$ cat config.mk
export PLATFORM = sky130hd
export DESIGN_NAME = alu_operand_loader_flat
export DESIGN_NICKNAME = d
export VERILOG_FILES = /design/src/rtl/alu_operand_loader_if.sv /design/src/rtl/alu_operand_loader.sv /design/src/flat_wrapper.sv
export SDC_FILE = /design/constraint.sdc
export NUM_CORES = 1
export LEC_CHECK = 0
export CORE_UTILIZATION = 47
export DETAILED_ROUTE_END_ITERATION = 12
export GPL_TIMING_DRIVEN = 0
export HOLD_SLACK_MARGIN = 0.12
export PLACE_DENSITY = 0.83
export SLEW_MARGIN = 30
export SYNTH_ARGS = -nofsm -noshare
export SYNTH_HDL_FRONTEND = slang
export SYNTH_SLANG_ARGS = --single-unit
$ cat constraint.sdc
create_clock -name clk -period 3.2 [get_ports clk]
set_input_delay 0.32 -clock clk [delete_from_list [all_inputs] [get_ports clk]]
set_output_delay 0.32 -clock clk [all_outputs]
set_load 0.05 [all_outputs]
$ cat src/rtl/alu_operand_loader_if.sv
// Handshake/bus bundle between the operand byte stream, the loader and the ALU logic units.
// slave is the loader's view; master is the view of whoever drives the stream and consumes pairs.
interface alu_operand_loader_if #(
   parameter int WIDTH = 8,
   parameter int CNT_W = 8
);
   logic             flush;
   logic [WIDTH-1:0] in_data;
   logic             in_valid;
   logic             in_ready;
   logic [WIDTH-1:0] out_x;
   logic [WIDTH-1:0] out_y;
   logic             out_valid;
   logic             out_ready;
   logic [CNT_W-1:0] pair_count;

   modport slave (
      input  flush, in_data, in_valid, out_ready,
      output in_ready, out_x, out_y, out_valid, pair_count
   );

   modport master (
      output flush, in_data, in_valid, out_ready,
      input  in_ready, out_x, out_y, out_valid, pair_count
   );
endinterface

$ cat src/rtl/alu_operand_loader.sv
// Collects X then Y bytes from one stream and presents them as a held pair to the ALU units.
// Optional LOADER_OVERLAP_EN lets the next X be accepted in the same cycle the pair is consumed.
module alu_operand_loader #(
   parameter int WIDTH = 8,
   parameter int CNT_W = 8
) (
   input  logic                 clk,
   input  logic                 rst,
   alu_operand_loader_if.slave  bus
);

   typedef enum logic [1:0] {
      LOAD_X  = 2'd0,
      LOAD_Y  = 2'd1,
      PRESENT = 2'd2
   } state_t;

   state_t           state_q, state_d;
   logic [WIDTH-1:0] x_q, x_d;
   logic [WIDTH-1:0] y_q, y_d;
   logic [CNT_W-1:0] cnt_q, cnt_d;
   logic             valid_q, valid_d;
   logic             ready_s;
   logic             in_fire_s;

   // Input-side ready, decoded from state; forced low while reset is held.
   always_comb begin
      ready_s = 1'b0;
      case (state_q)
         LOAD_X:  ready_s = 1'b1;
         LOAD_Y:  ready_s = 1'b1;
`ifdef LOADER_OVERLAP_EN
         PRESENT: ready_s = bus.out_ready && !bus.flush;
`else
         PRESENT: ready_s = 1'b0;
`endif
         default: ready_s = 1'b0;
      endcase
   end

   assign in_fire_s = bus.in_valid && ready_s;

   // Next-state and capture logic; flush overrides every handshake.
   always_comb begin
      state_d = state_q;
      x_d     = x_q;
      y_d     = y_q;
      cnt_d   = cnt_q;
      if (bus.flush) begin
         state_d = LOAD_X;
      end else begin
         case (state_q)
            LOAD_X: begin
               if (in_fire_s) begin
                  x_d     = bus.in_data;
                  state_d = LOAD_Y;
               end else begin
                  state_d = LOAD_X;
               end
            end
            LOAD_Y: begin
               if (in_fire_s) begin
                  y_d     = bus.in_data;
                  state_d = PRESENT;
               end else begin
                  state_d = LOAD_Y;
               end
            end
            PRESENT: begin
               if (bus.out_ready) begin
                  cnt_d = cnt_q + CNT_W'(1);
`ifdef LOADER_OVERLAP_EN
                  if (in_fire_s) begin
                     x_d     = bus.in_data;
                     state_d = LOAD_Y;
                  end else begin
                     state_d = LOAD_X;
                  end
`else
                  state_d = LOAD_X;
`endif
               end else begin
                  state_d = PRESENT;
               end
            end
            default: state_d = LOAD_X;
         endcase
      end
      valid_d = (state_d == PRESENT);
   end

   // State and operand registers with asynchronous reset.
   always_ff @(posedge clk or posedge rst) begin
      if (rst) begin
         state_q <= LOAD_X;
         x_q     <= '0;
         y_q     <= '0;
         cnt_q   <= '0;
         valid_q <= 1'b0;
      end else begin
         state_q <= state_d;
         x_q     <= x_d;
         y_q     <= y_d;
         cnt_q   <= cnt_d;
         valid_q <= valid_d;
      end
   end

   assign bus.in_ready   = !rst && ready_s;
   assign bus.out_x      = x_q;
   assign bus.out_y      = y_q;
   assign bus.out_valid  = valid_q;
   assign bus.pair_count = cnt_q;

endmodule

$ cat src/flat_wrapper.sv
// flat-port wrapper written by rule: the top's interface ports become plain ports
module alu_operand_loader_flat 
#(
   parameter int WIDTH = 8,
   parameter int CNT_W = 8
)
  (clk, rst, bus_flush, bus_in_data, bus_in_valid, bus_out_ready, bus_in_ready, bus_out_x, bus_out_y, bus_out_valid, bus_pair_count);
  alu_operand_loader_if #(.WIDTH(WIDTH), .CNT_W(CNT_W)) bus_i ();
  input  logic clk;
  input  logic rst;
  input wire logic [$bits(bus_i.flush)-1:0] bus_flush;
  input wire logic [$bits(bus_i.in_data)-1:0] bus_in_data;
  input wire logic [$bits(bus_i.in_valid)-1:0] bus_in_valid;
  input wire logic [$bits(bus_i.out_ready)-1:0] bus_out_ready;
  output wire logic [$bits(bus_i.in_ready)-1:0] bus_in_ready;
  output wire logic [$bits(bus_i.out_x)-1:0] bus_out_x;
  output wire logic [$bits(bus_i.out_y)-1:0] bus_out_y;
  output wire logic [$bits(bus_i.out_valid)-1:0] bus_out_valid;
  output wire logic [$bits(bus_i.pair_count)-1:0] bus_pair_count;
  assign bus_i.flush = bus_flush;
  assign bus_i.in_data = bus_in_data;
  assign bus_i.in_valid = bus_in_valid;
  assign bus_i.out_ready = bus_out_ready;
  assign bus_in_ready = bus_i.in_ready;
  assign bus_out_x = bus_i.out_x;
  assign bus_out_y = bus_i.out_y;
  assign bus_out_valid = bus_i.out_valid;
  assign bus_pair_count = bus_i.pair_count;
  alu_operand_loader #(.WIDTH(WIDTH), .CNT_W(CNT_W)) u_core (.clk(clk), .rst(rst), .bus(bus_i));
endmodule
Yosys cells after proc, flatten, opt, wreduce, memory -nomap -nowiden --
Index checks and enable logic that the tools add are counted.
Cells by class: add/subtract/negate cells 1, multiply operators 0, divide/modulo/power cells 0, order comparisons 0, equal/unequal tests 3, shift-type cells 0, mux-type cells 6, bitwise logic cells 1, reduce and logical (&&, ||, !) cells 8
Operator list (count):
- 3-bit AND reduction | 3
- 8-bit by 1-bit adder with 8-bit output (second input constant) | 1
- 2-bit two-way mux | 3
- 2-bit case mux with 3 select lines | 1
- 2-bit == test (second input constant) | 2
- 2-bit by 1-bit == test with 1-bit output (second input constant) | 1
- 1-bit logical AND | 2
- 2-bit logical NOT | 1
- 1-bit two-way mux | 2
- 2-bit OR reduction | 1
- 1-bit logical NOT | 1
- 1-bit NOT | 1
Word-level totals: register bits 27, bits in latches 0, RAM bits 0, ROM bits 0, bits of input ports 13, output and inout port bits 26, logic and storage cells 24, memories 0

Logic depth before layout (Yosys ltp) --
Gate-level depths: netlist of the first run.
depth after elaboration 8, gate-level depth with buffers 5, gate-level depth less buffers 4

Worst setup path before layout of the first run --
Ideal clock, no wire load.
path kind register to output, start reg u_core.state_q[1], end out bus_in_ready, arrival 1.164 ns, data required time 2.880 ns, path slack 1.716 ns, cell stages (with the launch flop) 3, buffers on the path 1, path through dfrtp_1 buf_4 nor2_1
On the way: word-level cells in the longest chain between the ends 4, elaborated cells on any way between the ends 5, classes of those cells eq/ne: 1; mux: 1; reduce/logical: 3
Ends and longest elaborated chain:
- start, declared | line alu_operand_loader.sv:18 | state_t state_q, state_d;
- start signal, assigned | line alu_operand_loader.sv:101 | state_q <= state_d;
- 2-bit by 1-bit == test with 1-bit output or 2-bit logical NOT (tied branches) | line alu_operand_loader.sv:29 | case (state_q)
- 2-bit OR reduction (no source line) (*)
- 1-bit two-way mux (*) | line alu_operand_loader.sv:29
- 1-bit logical AND (*) | line alu_operand_loader.sv:109 | assign bus.in_ready = !rst && ready_s;
- end, declared | line flat_wrapper.sv:15 | output wire logic [$bits(bus_i.in_ready)-1:0] bus_in_ready;
Every way passes the cells marked *; elsewhere a longest branch is shown, timed or not.

Final worst setup path of the first run --
Ends and elaborated chain as after synthesis.

==> results.json, run 1 <==
{
  "status": "finished, final reports clean",
  "grt_start_max_net_pins": 28,
  "final_common_cell": "clkdlybuf4s50_1",
  "io_buffers": 38,
  "place_ws_ps": 1090,
  "cts_hold_buf": 0,
  "cts_max_level": 1,
  "hold_viol": 0,
  "finalCriticalPeriod_ps": 2090,
  "drv_cap": 0,
  "rows": 17,
  "clk_latency_ps": 330,
  "crit_required_ps": 2880,
  "rsz0062_at_grt": "false",
  "initial_core_util_pct": 50.2,
  "dp_hpwl_um": 1470,
  "drc": 0,
  "drt-total-wl_um": 2010,
  "drt-pass1-iter-count": 4,
  "netlist_instances": 78,
  "vias_per_cell": 5.01,
  "clock.fmax_ghz": 0.478,
  "critPathKind": "reg2out",
  "hold_path_class": "in2async",
  "met2_usage_pct": 30.7,
  "final_cell_mix": "clkdlybuf4s50_1, dfrtp_1, mux2_2, nor2_1, xor2_1",
  "core_um2": 2230,
  "drive_gt1_share_pct": 22.5,
  "yosysWarnings": 0,
  "whs_ps": 359,
  "crit_fanout": 7,
  "total_leakage_power_nw": 0.689,
  "setup_slack_ps": 1110,
  "dieHeight_um": 50.8,
  "setup_tns_ps": 0,
  "clock_sinks": 27,
  "cts_setup_buffers": 0,
  "fin_area_um2": 1570,
  "syn-num-nets": 92,
  "slew_violations": 0,
  "critPathCaptureType": "output port",
  "synth-seq-cells": 27,
  "cts_tree": "built",
  "antenna_found_initial": 0,
  "vdd_ir_drop_max_v": 0.000652,
  "cp.arrival_ps": 1770,
  "worst-slew-pin-transition_ps": 643,
  "num-nets-final": 135,
  "vias": 742,
  "busiest_layer": "met2",
  "seq_area_frac_synth_pct": 60.3,
  "syn_avg_cell_area_um2": 14.4,
  "wire_per_inst_um": 13.6,
  "ant_nets": 0,
  "met3_usage_pct": 3.57,
  "die_w_um": 50.8,
  "placed_cell_area_um2": 1540,
  "die_area_um2": 2580,
  "cts_max_path_buffers": 2,
  "io_pins": 39,
  "finalSetupViolations": 0,
  "num_antenna_cells": 0,
  "syn-cell-area_um2": 1120,
  "use_met1_pct": 24.2,
  "grt_pass1_wl_um": 3470,
  "post_cts_resized": 0,
  "clockRootBuffer": "clkbuf_4",
  "grt_usage_pct": 18.9,
  "pwr_density_cell_nw_per_um2": 731,
  "ys_types": 18,
  "fin_crit_sh_pct": 65.4,
  "startpoint_type": "register",
  "cts_buffers": 3,
  "slew_headroom_pct": 57.0,
  "area_growth_pct": 39.7,
  "clk_pin_slew_ps": 140,
  "fin_skew_ps": 1.40,
  "gp_congestion": 0.728,
  "globalRouteOverflowTotal": 0,
  "drt_iter0_drc": 6,
  "grt_pass1_vias": 771
}
[cell usage after synthesis]
master     count  area, um^2
nand3_1        3        15.0
buf_4          1        7.51
nor2_1         6        22.5
ha_1           1        12.5
nand4bb_1      1        11.3
inv_1          2        7.51
xnor2_1        2        17.5
nor3_1         3        15.0
o22a_1         1        8.76
nor4b_4        1        23.8
nand2b_1       1        6.26
nor3_4         1        16.3
nor4_4         1        21.3
buf_2          1        5.00
dfrtp_1       27         676
mux2_2        17         191
nand2_1        3        11.3
xor2_1         6        52.6
[worst paths after layout]
| check | startpoint | end | cells after the start | slack, ps |
|---|---|---|---|---|
| worst min register to register | u_core.bus.pair_count[7] | u_core.bus.pair_count[7] | 1 | 490 |
| max in group asynchronous | rst | u_core.bus.out_y[2] | 2 | 2490 |
| worst max register to register | u_core.state_q[1] | u_core.bus.out_x[0] | 3 | 1540 |
| worst min-delay path | rst | u_core.bus.out_valid | 2 | 360 |
| worst max-delay path | u_core.state_q[1] | bus_in_ready | 3 | 1110 |
| min in group clk | u_core.bus.pair_count[7] | u_core.bus.pair_count[7] | 1 | 490 |
[critical path: stages (launching register included)]
cell and delay, ps:
dfrtp_1 380, buf_4 160, nor2_1 100, clkdlybuf4s50_1 800
[cells by family (layout without fill, tap and decap cells)]
logic type | Yosys count | after routing | share of synthesized area, %
simple gates | 20 | 20 | 12.7
xor+xnor | 8 | 8 | 6.25
flops | 27 | 27 | 60.3
fa+ha+maj | 1 | 1 | 1.12
mux | 17 | 17 | 17.1
compound gates | 1 | 1 | 0.781
buf+inv | 4 | 46 | 1.79
[final cells by class]
| cell class | count | area [um^2] |
|---|---|---|
| Buffer | 2 | 12.5 |
| Clock buffer | 3 | 22.5 |
| Clock inverter | 1 | 7.51 |
| Fill cell | 159 | 667 |
| Inverter | 2 | 7.51 |
| Multi-Input combinational cell | 47 | 425 |
| Sequential cell | 27 | 676 |
| Tap cell | 28 | 35.0 |
| Timing Repair Buffer | 38 | 380 |
[where the power goes]
part	internal, mW	switching (mW)	leakage [nW]
Sequential	0.414	0.0453	0.340
Combinational	0.198	0.336	0.335
Clock	0.0480	0.103	0.0139
[through the flow]
stage / total power, mW / instances / util (%)
2_1_floorplan: 0.817 / 78 / -
3_3_place_gp: 0.997 / 144 / 68.8
3_5_place_dp: 1.01 / 144 / 68.8
4_1_cts: 1.16 / 148 / 70.1
5_1_grt: 1.19 / 148 / 70.1
6_report: 1.15 / 148 / 70.1
[per-layer routing]
metal | vias up | part of all wire, %
li1 | 355 | -
met1 | 360 | 44
met2 | 21 | 49
met3 | 6 | 3.8
met4 | 0 | 2.2
met5 | - | 0
[flip-flops by register name, summed over array words and instances (netlist names)]
signal and flops:
u_core.state_q 2, u_core.bus.pair_count 8, u_core.bus.out_y 8, u_core.bus.out_x 8, u_core.bus.out_valid 1
Note: power is estimated with default switching activity, not from simulation.
==> run 2, diff against run 1 <==
--- a/config.mk
+++ b/config.mk
@@ -5,11 +5,11 @@
 export SDC_FILE = /design/constraint.sdc
 export NUM_CORES = 1
 export LEC_CHECK = 0
-export CORE_UTILIZATION = 47
+export CORE_UTILIZATION = 44
 export DETAILED_ROUTE_END_ITERATION = 12
 export GPL_TIMING_DRIVEN = 0
 export HOLD_SLACK_MARGIN = 0.12
-export PLACE_DENSITY = 0.83
+export PLACE_DENSITY = 0.78
 export SLEW_MARGIN = 30
 export SYNTH_ARGS = -nofsm -noshare
 export SYNTH_HDL_FRONTEND = slang
==> constraint.sdc (replaced) <==
create_clock -name clk -period 2.1 [get_ports clk]
set_input_delay 0.21 -clock clk [delete_from_list [all_inputs] [get_ports clk]]
set_output_delay 0.21 -clock clk [all_outputs]
set_load 0.05 [all_outputs]
==> run 2 against run 1 <==
Die area increased by 6.5%. Final area shrank 0.16%. Setup slack got worse by 990 ps. Register-to-register slack got worse by 1100 ps. Critical endpoint unchanged. Largest cell class unchanged. Sequential share of layout area is 0.069 points higher. Final cell count stayed put. Non-clock buffer count did not move. Clock power grew 46%. Worst hold slack got worse by 96 ps. Flip-flop and latch count unchanged.
==> results.json, run 2 (synthesized netlist as in run 1, its figures left out) <==
{
  "status": "finished, final reports clean",
  "dr_wl_met3_um": 73,
  "rsz0062_at_grt": "false",
  "finalCriticalPeriod_ps": 1990,
  "final.fill_count": 178,
  "drt-total-wl_um": 2030,
  "dp_cells": 144,
  "io_pins": 39,
  "drv_cap": 0,
  "num-nets-final": 135,
  "finalSetupViolations": 0,
  "crit_required_ps": 1890,
  "wl_met2_um": 1030,
  "drive_gt1_share_pct": 22.5,
  "dp_hpwl_um": 1490,
  "cts_max_path_buffers": 2,
  "slew_violations": 0,
  "critPathKind": "reg2out",
  "slew_headroom_pct": 59.9,
  "finalNonFillerCells": 148,
  "vdd_ir_drop_max_v": 0.000746,
  "area_growth_pct": 39.5,
  "max_stage_delay_ps": 800,
  "highest_layer": "met4",
  "r2r_end": "u_core.bus.out_x[5]",
  "total_leakage_power_nw": 0.693,
  "clock.fmax_ghz": 0.504,
  "cp.arrival_ps": 1780,
  "whs_ps": 264,
  "critPathCaptureType": "output port",
  "r2r_cells": 3,
  "cts_hold_buf": 0,
  "core_um2": 2300,
  "fin_crit_sh_pct": 94.6,
  "gp_congestion": 0.680,
  "clockRootBuffer": "clkbuf_4",
  "setup_slack_ps": 114,
  "cts_max_level": 1,
  "die_w_um": 52.5,
  "fin_skew_ps": 4.62,
  "grt_pass1_vias": 796,
  "final_cell_mix": "clkdlybuf4s50_1, dfrtp_1, mux2_2, nor2_1, xor2_1",
  "rows": 17,
  "r2r_slack_ps": 470,
  "r2r-start": "u_core.state_q[1]",
  "globalRouteOverflowTotal": 0,
  "cp_cell_sequence": "buf_4, nor2_1, clkdlybuf4s50_1",
  "setup_tns_ps": 0,
  "hold_viol": 0,
  "final_common_cell": "clkdlybuf4s50_1",
  "vias_per_cell": 5.00,
  "cts_buffers": 3,
  "clock_sinks": 27,
  "wl_met1_um": 903,
  "startpoint_type": "register",
  "crit_fanout": 7,
  "drc": 0,
  "io_buffers": 38,
  "pwr_density_cell_nw_per_um2": 1110,
  "grt_start_max_net_pins": 28,
  "initial_core_util_pct": 48.8,
  "cts_setup_buffers": 0,
  "die_area_um2": 2750,
  "dieHeight_um": 52.5,
  "grt_pass1_wl_um": 3460,
  "antenna_found_initial": 0,
  "grt_usage_pct": 17.3,
  "post_cts_resized": 0,
  "drt-pass1-iter-count": 3,
  "num_antenna_cells": 0,
  "cts_tree": "built",
  "place_ws_ps": 136,
  "clk_latency_ps": 320,
  "hold_path_class": "in2async",
  "clk_pin_slew_ps": 140,
  "drt_iter0_drc": 1,
  "wire_per_inst_um": 13.7,
  "slowest_stage": "clkdlybuf4s50_1",
  "worst-slew-pin-transition_ps": 599,
  "ant_nets": 0,
  "vias": 740
}
==> run 2: per-layer routing <==
metal	vias up	track usage (%)
met5	-	0
met4	0	7.02
met3	2	2.03
met2	19	31.4
met1	366	20.5
li1	353	-
==> run 2: power breakdown <==
part	switching, mW	total [mW]	internal, mW
Combinational	0.513	0.815	0.302
Clock	0.149	0.220	0.0713
Sequential	0.0688	0.700	0.632
Total	0.731	1.74	1.00
==> run 2: worst max path at each step <==
| stage | startpoint | cells past startpoint | slack [ps] | to |
|---|---|---|---|---|
| 2_1_floorplan | u_core.state_q[1] | 3 | 650 | u_core.bus.out_x[0] |
| 3_3_place_gp | bus_flush | 3 | 130 | u_core.bus.out_x[0] |
| 6_report | u_core.state_q[1] | 3 | 110 | bus_in_ready |
| 3_5_place_dp | bus_flush | 3 | 140 | u_core.bus.out_x[5] |
| 5_1_grt | u_core.state_q[1] | 3 | 50 | bus_in_ready |
| 4_1_cts | u_core.state_q[1] | 3 | 100 | bus_in_ready |
==> run 2: area by class of cell <==
| class | instances | area (um^2) | area share (%) |
|---|---|---|---|
| Clock buffer | 3 | 22.5 | 1.44 |
| Timing Repair Buffer | 38 | 380 | 24.3 |
| Inverter | 2 | 7.51 | 0.480 |
| Tap cell | 28 | 35.0 | 2.24 |
| Multi-Input combinational cell | 47 | 425 | 27.2 |
| Buffer | 2 | 12.5 | 0.800 |
| Sequential cell | 27 | 676 | 43.2 |
| Clock inverter | 1 | 5.00 | 0.320 |
==> run 2: metrics by stage <==
| step | util [%] | total power [mW] | instance area [um^2] |
|---|---|---|---|
| floorplan | - | 1.25 | 1120 |
| global route | 68.1 | 1.82 | 1560 |
| global placement | 66.9 | 1.52 | 1540 |
| finish | 68.1 | 1.74 | 1560 |
| detailed placement | 66.9 | 1.53 | 1540 |
| CTS | 68.1 | 1.75 | 1560 |
==> run 2: worst max-delay path: cells and delay by family (launching register included) <==
family	cells	cell delay [ps]
AND/OR/NAND/NOR	1	100
flip-flops	1	390
buffers and inverters	2	960
